--- src/rtl/uart_tx_fifo_if.sv ---
// Byte-stream handshake between a producer and uart_tx_fifo.
// Signals: tx_data (byte), tx_valid (offer), tx_ready (FIFO not full).
// A byte transfers on a rising edge where tx_valid && tx_ready.
interface uart_tx_fifo_if;
    logic [7:0] tx_data;
    logic       tx_valid;
    logic       tx_ready;

    modport master (
        output tx_data,
        output tx_valid,
        input  tx_ready
    );

    modport slave (
        input  tx_data,
        input  tx_valid,
        output tx_ready
    );
endinterface

--- src/rtl/uart_tx_fifo.sv ---
// UART transmitter (8N1, or 8E1 when UART_TX_PARITY_EN is defined) with input FIFO.
// Ports: clk, rst (sync, active high), tx (slave handshake: tx_data/tx_valid/tx_ready),
//        hold (block new frames), txd (serial out, idle 1), busy, fifo_count.
module uart_tx_fifo #(
    parameter int CLKS_PER_BIT = 868,
    parameter int FIFO_AW      = 2
) (
    input  logic               clk,
    input  logic               rst,
    uart_tx_fifo_if.slave      tx,
    input  logic               hold,
    output logic               txd,
    output logic               busy,
    output logic [FIFO_AW:0]   fifo_count
);
    localparam int DEPTH = 1 << FIFO_AW;
    localparam int CW    = $clog2(CLKS_PER_BIT);

    localparam logic [CW-1:0]    CNT_LAST = CW'(CLKS_PER_BIT - 1);
    localparam logic [FIFO_AW:0] FULL     = (FIFO_AW + 1)'(DEPTH);

    localparam logic [2:0] S_IDLE   = 3'd0;
    localparam logic [2:0] S_START  = 3'd1;
    localparam logic [2:0] S_DATA   = 3'd2;
    localparam logic [2:0] S_STOP   = 3'd4;
`ifdef UART_TX_PARITY_EN
    localparam logic [2:0] S_PARITY = 3'd3;
`endif

    logic [7:0]         mem_q [DEPTH];
    logic [FIFO_AW-1:0] wr_ptr_q, rd_ptr_q;
    logic [FIFO_AW:0]   count_q, count_d;
    logic               ready_q;

    logic [2:0]         state_q, state_d;
    logic [CW-1:0]      cnt_q, cnt_d;
    logic [2:0]         idx_q, idx_d;
    logic [7:0]         sh_q, sh_d;
    logic               txd_q, txd_d;
    logic               busy_q;

    logic push, pop, bit_end, can_load;

    assign push     = tx.tx_valid & ready_q;
    assign bit_end  = (cnt_q == CNT_LAST);
    // Registered count: a byte pushed this edge is only visible next edge (no bypass).
    assign can_load = (count_q != '0) & ~hold;

    always_comb begin
        state_d = state_q;
        cnt_d   = cnt_q;
        idx_d   = idx_q;
        sh_d    = sh_q;
        txd_d   = txd_q;
        pop     = 1'b0;

        // Free-running bit timer while a frame is on the line.
        if (state_q != S_IDLE)
            cnt_d = bit_end ? '0 : cnt_q + 1'b1;

        case (state_q)
            S_IDLE: begin
                txd_d = 1'b1;
                if (can_load) begin
                    pop     = 1'b1;
                    sh_d    = mem_q[rd_ptr_q];
                    txd_d   = 1'b0;
                    cnt_d   = '0;
                    state_d = S_START;
                end
            end
            S_START: begin
                if (bit_end) begin
                    state_d = S_DATA;
                    idx_d   = 3'd0;
                    txd_d   = sh_q[0];
                end
            end
            S_DATA: begin
                if (bit_end) begin
                    if (idx_q == 3'd7) begin
`ifdef UART_TX_PARITY_EN
                        state_d = S_PARITY;
                        txd_d   = ^sh_q;
`else
                        state_d = S_STOP;
                        txd_d   = 1'b1;
`endif
                    end else begin
                        idx_d = idx_q + 3'd1;
                        txd_d = sh_q[idx_q + 3'd1];
                    end
                end
            end
`ifdef UART_TX_PARITY_EN
            S_PARITY: begin
                if (bit_end) begin
                    state_d = S_STOP;
                    txd_d   = 1'b1;
                end
            end
`endif
            S_STOP: begin
                if (bit_end) begin
                    // Reload straight into START so queued frames abut.
                    if (can_load) begin
                        pop     = 1'b1;
                        sh_d    = mem_q[rd_ptr_q];
                        txd_d   = 1'b0;
                        state_d = S_START;
                    end else begin
                        state_d = S_IDLE;
                    end
                end
            end
            default: begin
                state_d = S_IDLE;
                txd_d   = 1'b1;
                cnt_d   = '0;
            end
        endcase
    end

    always_comb begin
        count_d = count_q;
        case ({push, pop})
            2'b10:   count_d = count_q + 1'b1;
            2'b01:   count_d = count_q - 1'b1;
            default: count_d = count_q;
        endcase
    end

    always_ff @(posedge clk) begin
        if (rst) begin
            state_q  <= S_IDLE;
            cnt_q    <= '0;
            idx_q    <= '0;
            sh_q     <= '0;
            txd_q    <= 1'b1;
            busy_q   <= 1'b0;
            count_q  <= '0;
            ready_q  <= 1'b1;
            wr_ptr_q <= '0;
            rd_ptr_q <= '0;
        end else begin
            state_q  <= state_d;
            cnt_q    <= cnt_d;
            idx_q    <= idx_d;
            sh_q     <= sh_d;
            txd_q    <= txd_d;
            busy_q   <= (state_d != S_IDLE);
            count_q  <= count_d;
            ready_q  <= (count_d != FULL);
            if (push)
                wr_ptr_q <= wr_ptr_q + 1'b1;
            if (pop)
                rd_ptr_q <= rd_ptr_q + 1'b1;
        end
    end

    // Storage needs no reset; the pointers define what is valid.
    always_ff @(posedge clk) begin
        if (push)
            mem_q[wr_ptr_q] <= tx.tx_data;
    end

    assign tx.tx_ready = ready_q;
    assign txd         = txd_q;
    assign busy        = busy_q;
    assign fifo_count  = count_q;
endmodule

--- src/flat_wrapper.sv ---
// flat-port wrapper written by rule: the top's interface ports become plain ports
module uart_tx_fifo_flat 
#(
    parameter int CLKS_PER_BIT = 868,
    parameter int FIFO_AW      = 2
)
  (clk, rst, hold, txd, busy, fifo_count, tx_tx_data, tx_tx_valid, tx_tx_ready);
  uart_tx_fifo_if tx_i ();
  input  logic clk;
  input  logic rst;
  input  logic hold;
  output logic txd;
  output logic busy;
  output logic [FIFO_AW:0] fifo_count;
  input wire logic [$bits(tx_i.tx_data)-1:0] tx_tx_data;
  input wire logic [$bits(tx_i.tx_valid)-1:0] tx_tx_valid;
  output wire logic [$bits(tx_i.tx_ready)-1:0] tx_tx_ready;
  assign tx_i.tx_data = tx_tx_data;
  assign tx_i.tx_valid = tx_tx_valid;
  assign tx_tx_ready = tx_i.tx_ready;
  uart_tx_fifo #(.CLKS_PER_BIT(CLKS_PER_BIT), .FIFO_AW(FIFO_AW)) u_core (.clk(clk), .rst(rst), .tx(tx_i), .hold(hold), .txd(txd), .busy(busy), .fifo_count(fifo_count));
endmodule
--- config.mk ---
export PLATFORM = sky130hd
export DESIGN_NAME = uart_tx_fifo_flat
export DESIGN_NICKNAME = d
export VERILOG_FILES = /design/src/rtl/uart_tx_fifo_if.sv /design/src/rtl/uart_tx_fifo.sv /design/src/flat_wrapper.sv
export SDC_FILE = /design/constraint.sdc
export NUM_CORES = 1
export LEC_CHECK = 0
export ABC_AREA = 1
export BUFFER_PORTS_ARGS = -buffer_cell sky130_fd_sc_hd__buf_2
export CORE_ASPECT_RATIO = 0.9
export CORE_MARGIN = 5
export CORE_UTILIZATION = 25
export DETAILED_ROUTE_END_ITERATION = 12
export HOLD_SLACK_MARGIN = 0.1
export PLACE_DENSITY = 0.38
export SLEW_MARGIN = 20
export SYNTH_ARGS = -nofsm -noshare
export SYNTH_HDL_FRONTEND = slang
export SYNTH_SLANG_ARGS = --single-unit
--- constraint.sdc ---
create_clock -name clk -period 7.3 [get_ports clk]
set_input_delay 0.365 -clock clk [delete_from_list [all_inputs] [get_ports clk]]
set_output_delay 0.365 -clock clk [all_outputs]
set_load 0.005 [all_outputs]
# ---- After elaboration in Yosys (flattened, before gate mapping)
# Memory sizes are Yosys's and may differ from the RTL's. A register that Yosys moved wholly into a read port is not among the register bits.
# Cells that the tools add are included.
# W data, S select, Z words.
dict set report totals {
  n_memories 1
  output_inout_bits 6
  ram_bits 32
  ff_bits 34
  word_cells 79
  in_bits 12
}
dict set report classes {
  n_reduce_logical 10
  eq_ne 13
  muxes 35
  n_lt_le_gt_ge 1
  bitwise 3
  add_sub_neg 6
}
# memory depth word_bits read_ports rd_ports_with_merged_regs wr line_no
set memory_table {}
lappend memory_table {u_core.mem_q 4 8 1 1 1 uart_tx_fifo.sv:30} ;# logic [7:0] mem_q [DEPTH];
# cell n
set op_table {}
lappend op_table {{$mux W10} 3}
lappend op_table {{$mux W3} 8}
lappend op_table {{$pmux W10 S2} 1}
lappend op_table {{$mux W8} 2}
lappend op_table {{$pmux W8 S2} 1}
lappend op_table {{$mux W1} 12}
lappend op_table {{$pmux W3 S2} 2}
lappend op_table {{$pmux W3 S4} 1}
lappend op_table {{$add A10 B1 Y10 const B} 1}
lappend op_table {{$eq A10 B10 Y1 const B} 1}
lappend op_table {{$reduce_bool A3 Y1} 3}
lappend op_table {{$ne A2 B1 Y1 const B} 4}
lappend op_table {{$reduce_and A4 Y1} 2}
lappend op_table {{$add A3 B1 Y3 const B} 2}
lappend op_table {{$eq A3 B3 Y1 const B} 2}
lappend op_table {{$add A2 B1 Y2 const B} 2}
lappend op_table {{$lt A3 B4 Y1 const B} 1}
lappend op_table {{$mux W2} 2}
lappend op_table {{$pmux W1 S4} 1}
lappend op_table {{$reduce_bool A2 Y1} 2}
lappend op_table {{$bmux W1 S3} 1}
lappend op_table {{$eq A3 B1 Y1 const B} 1}
lappend op_table {{$eq A3 B2 Y1 const B} 1}
lappend op_table {{$logic_not A3 Y1} 1}
lappend op_table {{other kinds (10)} 11}

# ---- Depth between registers and ports, before layout
dict set report logic_depth {
  word_depth 8
  ltp_mapped 16
  depth_no_buf 15
}

# ---- Least setup slack after synthesis
# Ideal clock, no wire load.
dict set report synth_path {
  path_type {register -> register}
  from {register u_core.cnt_q[0]}
  to {register u_core.ready_q (netlist: u_core.tx.tx_ready)}
  path_buffers 1
  period_less_slack_ps 2315
  slack_ps 4985
  setup_ps 125
  stages_incl_launch_ff 16
  t_required_ps 7175
  arrival_ps 2189
  path_cell_list {dfxtp_1 ha_1 nand2_1 nor2_2 nand3_2 nand2_2 nand2_4 clkinv_2 buf_6 ha_1 inv_1 fa_1 o21ai_0 o21ai_0 a21oi_1 nand3_1}
}
dict set report synth_via {
  elab_chain_cells 6
  elab_cells_between_ends 7
  cone_classes {eq/ne (4); mux (3)}
}
# item line_no
set synth_lines {}
lappend synth_lines {{start, declared} uart_tx_fifo.sv:36} ;# logic [CW-1:0] cnt_q, cnt_d;
lappend synth_lines {{start signal, assigned} uart_tx_fifo.sv:147} ;# cnt_q <= cnt_d;
lappend synth_lines {{$eq A10 B10 Y1 (*)} uart_tx_fifo.sv:45} ;# assign bit_end = (cnt_q == CNT_LAST);
lappend synth_lines {{$mux W1 (*)} uart_tx_fifo.sv:104} ;# if (bit_end) begin
lappend synth_lines {{$pmux W1 S2 (*)} uart_tx_fifo.sv:61} ;# case (state_q)
lappend synth_lines {{net u_core.pop} uart_tx_fifo.sv:42} ;# logic push, pop, bit_end, can_load;
lappend synth_lines {{$eq A2 B1 Y1 or $eq A2 B2 Y1 (tied branches)} uart_tx_fifo.sv:126} ;# case ({push, pop})
lappend synth_lines {{$pmux W3 S2 (*)} uart_tx_fifo.sv:126}
lappend synth_lines {{$ne A3 B3 Y1 (*)} uart_tx_fifo.sv:153} ;# ready_q <= (count_d != FULL);
lappend synth_lines {{end signal, assigned} uart_tx_fifo.sv:153}
lappend synth_lines {{end, declared} uart_tx_fifo.sv:33} ;# logic ready_q;
# The timed path passes the listed nets; every way through them passes the cells marked *.
# A chain may end at the register's enable or synchronous reset.

# ---- Worst setup path after layout
dict set report layout_path {
  from {register u_core.cnt_q[0]}
  to {register u_core.ready_q (netlist: u_core.tx.tx_ready)}
}
dict set report layout_via {
  elab_chain_cells 6
  elab_cells_between_ends 7
  cone_classes {eq/ne (4); mux (3)}
}
# item line_no
set layout_lines {}
lappend layout_lines {{$eq A10 B10 Y1 (*)} uart_tx_fifo.sv:45}
lappend layout_lines {{$mux W1 (*)} uart_tx_fifo.sv:104}
lappend layout_lines {{$pmux W1 S2 (*)} uart_tx_fifo.sv:61}
lappend layout_lines {{$eq A2 B1 Y1 or $eq A2 B2 Y1 (tied branches)} uart_tx_fifo.sv:126}
lappend layout_lines {{$pmux W3 S2 (*)} uart_tx_fifo.sv:126}
lappend layout_lines {{$ne A3 B3 Y1 (*)} uart_tx_fifo.sv:153}
# Every way passes the cells marked *; elsewhere a longest branch is shown, timed or not.

==> run_results.csv <==
group,metric,value,unit
timing,slew_viol_final,0,
synthesis,ys_ff_latch,68,
pwr,leakage,1.35,nW
clocking,numClockSinks,68,
placed_design,gp_congestion,0.803,
final_layout,layout.nets,382,
final_layout,fin_area,3570,sq um
pwr,peakVddDrop,0.000101,V
floorplan,die-area,14300,sq um
routing,first_pass_iters,4,
clocking,clkTransAtPathRegs,0.06,ns
routing,drc,0,
placed_design,post_dp_cell_area,3250,sq um
outcome,status,"complete, no violations",
final_layout,antennaDiodeCount,0,
global_routing,grt_max_degree,18,
setup_path,path_class,"reg2reg",
final_layout,drive_gt1_share,11.7,%
clocking,h-tree-depth,3,
setup_path,crit_required,7.51,ns
synthesis,ys_seq_area_share,56.0,%
timing,hold-worst-slack,0.252,ns
clocking,post-cts-setup-buffer-count,0,
global_routing,grt_use_total,9.56,%
timing,grt_setup_unrepaired,"false",
synthesis,yosys_warnings,0,
final_layout,areaGrowthSynthToFinish,19.0,%
synthesis,synth.distinct_cells,30,
placed_design,io_buffers,17,
global_routing,grt-ovfl-total,0,
timing,finalSetupViolations,0,
clocking,cts_tree,"built",
min_path,hold_path.class,"in2reg",
global_routing,grt_pass1_vias,2167,
setup_path,crit_arrival,2.78,ns
routing,drt_iter0_drc,132,
clocking,clk_path_buf_depth,2,
timing,tns,0,ns
clocking,cts-root-buf,"clkbuf_16",
setup_path,crit_fanout,12,
floorplan,start_util,25.3,%
clocking,cts_buffers,9,
timing,slew-limit-headroom,44.4,%
floorplan,die_y,114,um
timing,hold_violations,0,
timing,worst_pin_slew,0.830,ns
routing,num_vias,2192,
floorplan,core,11900,sq um
global_routing,grt_antenna_before_repair,0,
final_layout,finalCoreUtilization,30.1,%
setup_path,setup.worst_path.start_class,"flip-flop",
global_routing,grt_pass1_wl,10700,um
floorplan,die_w,126,um
placed_design,hpwl,4420,um
pwr,powerDensity,342,nW/um^2
floorplan,io_pins,18,
synthesis,syn_area,3000,sq um
routing,routed_wirelength,6440,um
job,cap_violations,0,
setup_path,crit_path_end_kind,"flip-flop",
routing,routedWlPerCell,12.2,um
timing,max_freq,388,MHz
timing,skew,0.00955,ns
floorplan,rows,38,
pwr,power,1.22,mW
timing,period_share,35.3,%
synthesis,synth.net_count,361,
clocking,clock_latency,0.33,ns
synthesis,avgSynthCellArea,8.83,sq um
clocking,cts-resized-gates,0,
routing,drtAntennaViolNets,0,
synthesis,synthCells,340,
routing,vias_per_cell,4.17,
timing,min_period,2.58,ns
clocking,holdBufCountCts,0,
routing by layer:
metal	vias up	routed length (um)	global-route usage [%]
li1	1157	-	-
met1	1007	3130	12.2
met2	22	3090	15.3
met3	6	145	2.81
met4	0	68	3.68
met5	-	0	0
sequential cells by signal (all words and copies together), names as in the netlist, named ones only:
register,count
u_core.mem_q,32
u_core.cnt_q,10
u_core.sh_q,8
u_core.fifo_count,3
u_core.idx_q,3
u_core.state_q,3
u_core.rd_ptr_q,2
u_core.wr_ptr_q,2
u_core.busy,1
u_core.tx.tx_ready,1
u_core.txd,1
metrics by stage:
step           setup slack (ns)  cells
3_5_place_dp               4.72    510
4_1_cts                    4.70    526
2_1_floorplan              4.99    340
5_1_grt                    4.31    526
6_report                   4.72    526
3_3_place_gp               4.78    510
power by group:
group          total, mW  switching [mW]  internal [mW]  leakage [nW]
combinational      0.257           0.167         0.0892         0.611
clock              0.471           0.171          0.301         0.154
sequential         0.495          0.0395          0.456         0.587
total               1.22           0.377          0.846          1.35
worst max-delay path: stages (launching register included):
cell	delay, ns
dfxtp_1	0.36
ha_1	0.22
nand2_1	0.08
nor2_2	0.12
nand3_2	0.11
nand2_2	0.11
nand2_4	0.09
clkinv_2	0.16
ha_1	0.17
inv_1	0.07
fa_1	0.37
o21ai_0	0.20
o21ai_0	0.11
a21oi_1	0.17
nand3_1	0.10
synthesized netlist by cell type:
| master | n | share of area (%) |
|---|---|---|
| a21oi_2 | 1 | 0.29 |
| o21ai_0 | 41 | 6.8 |
| nor3_1 | 4 | 0.67 |
| buf_2 | 3 | 0.50 |
| nor3b_1 | 1 | 0.25 |
| xor2_1 | 3 | 0.88 |
| clkinv_2 | 1 | 0.17 |
| nand4_1 | 2 | 0.42 |
| nor2_1 | 75 | 9.4 |
| nor4_1 | 1 | 0.21 |
| nand3_1 | 18 | 3.0 |
| nand2_4 | 1 | 0.38 |
| ha_1 | 8 | 3.3 |
| o211ai_1 | 1 | 0.25 |
| nor3_4 | 1 | 0.54 |
| nand2_2 | 3 | 0.63 |
| nand2_1 | 46 | 5.8 |
| nor2_2 | 2 | 0.42 |
| dfxtp_1 | 36 | 24 |
| nand3_4 | 1 | 0.58 |
| buf_1 | 1 | 0.12 |
| nand3b_1 | 1 | 0.25 |
| clkbuf_1 | 2 | 0.25 |
| a21oi_1 | 12 | 2.0 |
| xnor2_1 | 3 | 0.88 |
| fa_1 | 1 | 0.67 |
| edfxtp_1 | 32 | 32 |
| nand3_2 | 1 | 0.33 |
| inv_1 | 37 | 4.6 |
| buf_6 | 1 | 0.38 |
cell usage in the layout (no fill, tap or decap):
cell type,Yosys,final
nor2_1,75,75
nand2_1,46,46
o21ai_0,41,41
inv_1,37,37
dfxtp_1,36,36
edfxtp_1,32,32
nand3_1,18,18
buf_2,3,17
a21oi_1,12,12
clkbuf_16,0,9
ha_1,8,8
nor3_1,4,4
nand2_2,3,3
xor2_1,3,3
xnor2_1,3,3
nor2_2,2,2
nand4_1,2,2
bufinv_16,0,2
inv_6,0,2
nor3_4,1,1
nand3_2,1,1
nand2_4,1,1
clkinv_2,1,1
a21oi_2,1,1
o211ai_1,1,1
nand3_4,1,1
nand3b_1,1,1
nor4_1,1,1
nor3b_1,1,1
fa_1,1,1
clkinv_4,0,1
clkinv_1,0,1
clkinvlp_4,0,1
final cells by class:
type / count / area (sq um)
multi-input cells: 227 / 1140
inverters: 38 / 144
clock buffers: 9 / 225
fillers: 1273 / 8310
well taps: 160 / 200
clock inverters: 7 / 97.6
repair buffers: 17 / 85.1
flip-flops and latches: 68 / 1680
kinds of logic (layout without fill, tap and decap cells):
family	after synthesis	after routing	synth area share, %
adders and majority gates	9	9	4.00
AOI/OAI and AO/OA	55	55	9.38
DFF	68	68	56.0
and+or+nand+nor	157	157	22.8
buffers and inverters	45	71	6.04
xor gates and xnor gates	6	6	1.75
worst paths after layout:
path,from,endpoint,slack (ns),depth (start not counted)
min,tx_tx_data[4],u_core.mem_q[0][4]$_DFFE_PP_,0.25,1
min reg2reg,u_core.idx_q[1]$_SDFFE_PP0P_,u_core.idx_q[1]$_SDFFE_PP0P_,0.47,2
max,u_core.cnt_q[0]$_SDFF_PP0_,u_core.tx.tx_ready$_SDFF_PP1_,4.72,14
max reg2reg,u_core.cnt_q[0]$_SDFF_PP0_,u_core.tx.tx_ready$_SDFF_PP1_,4.72,14
Note: power is estimated with default switching activity, not from simulation.
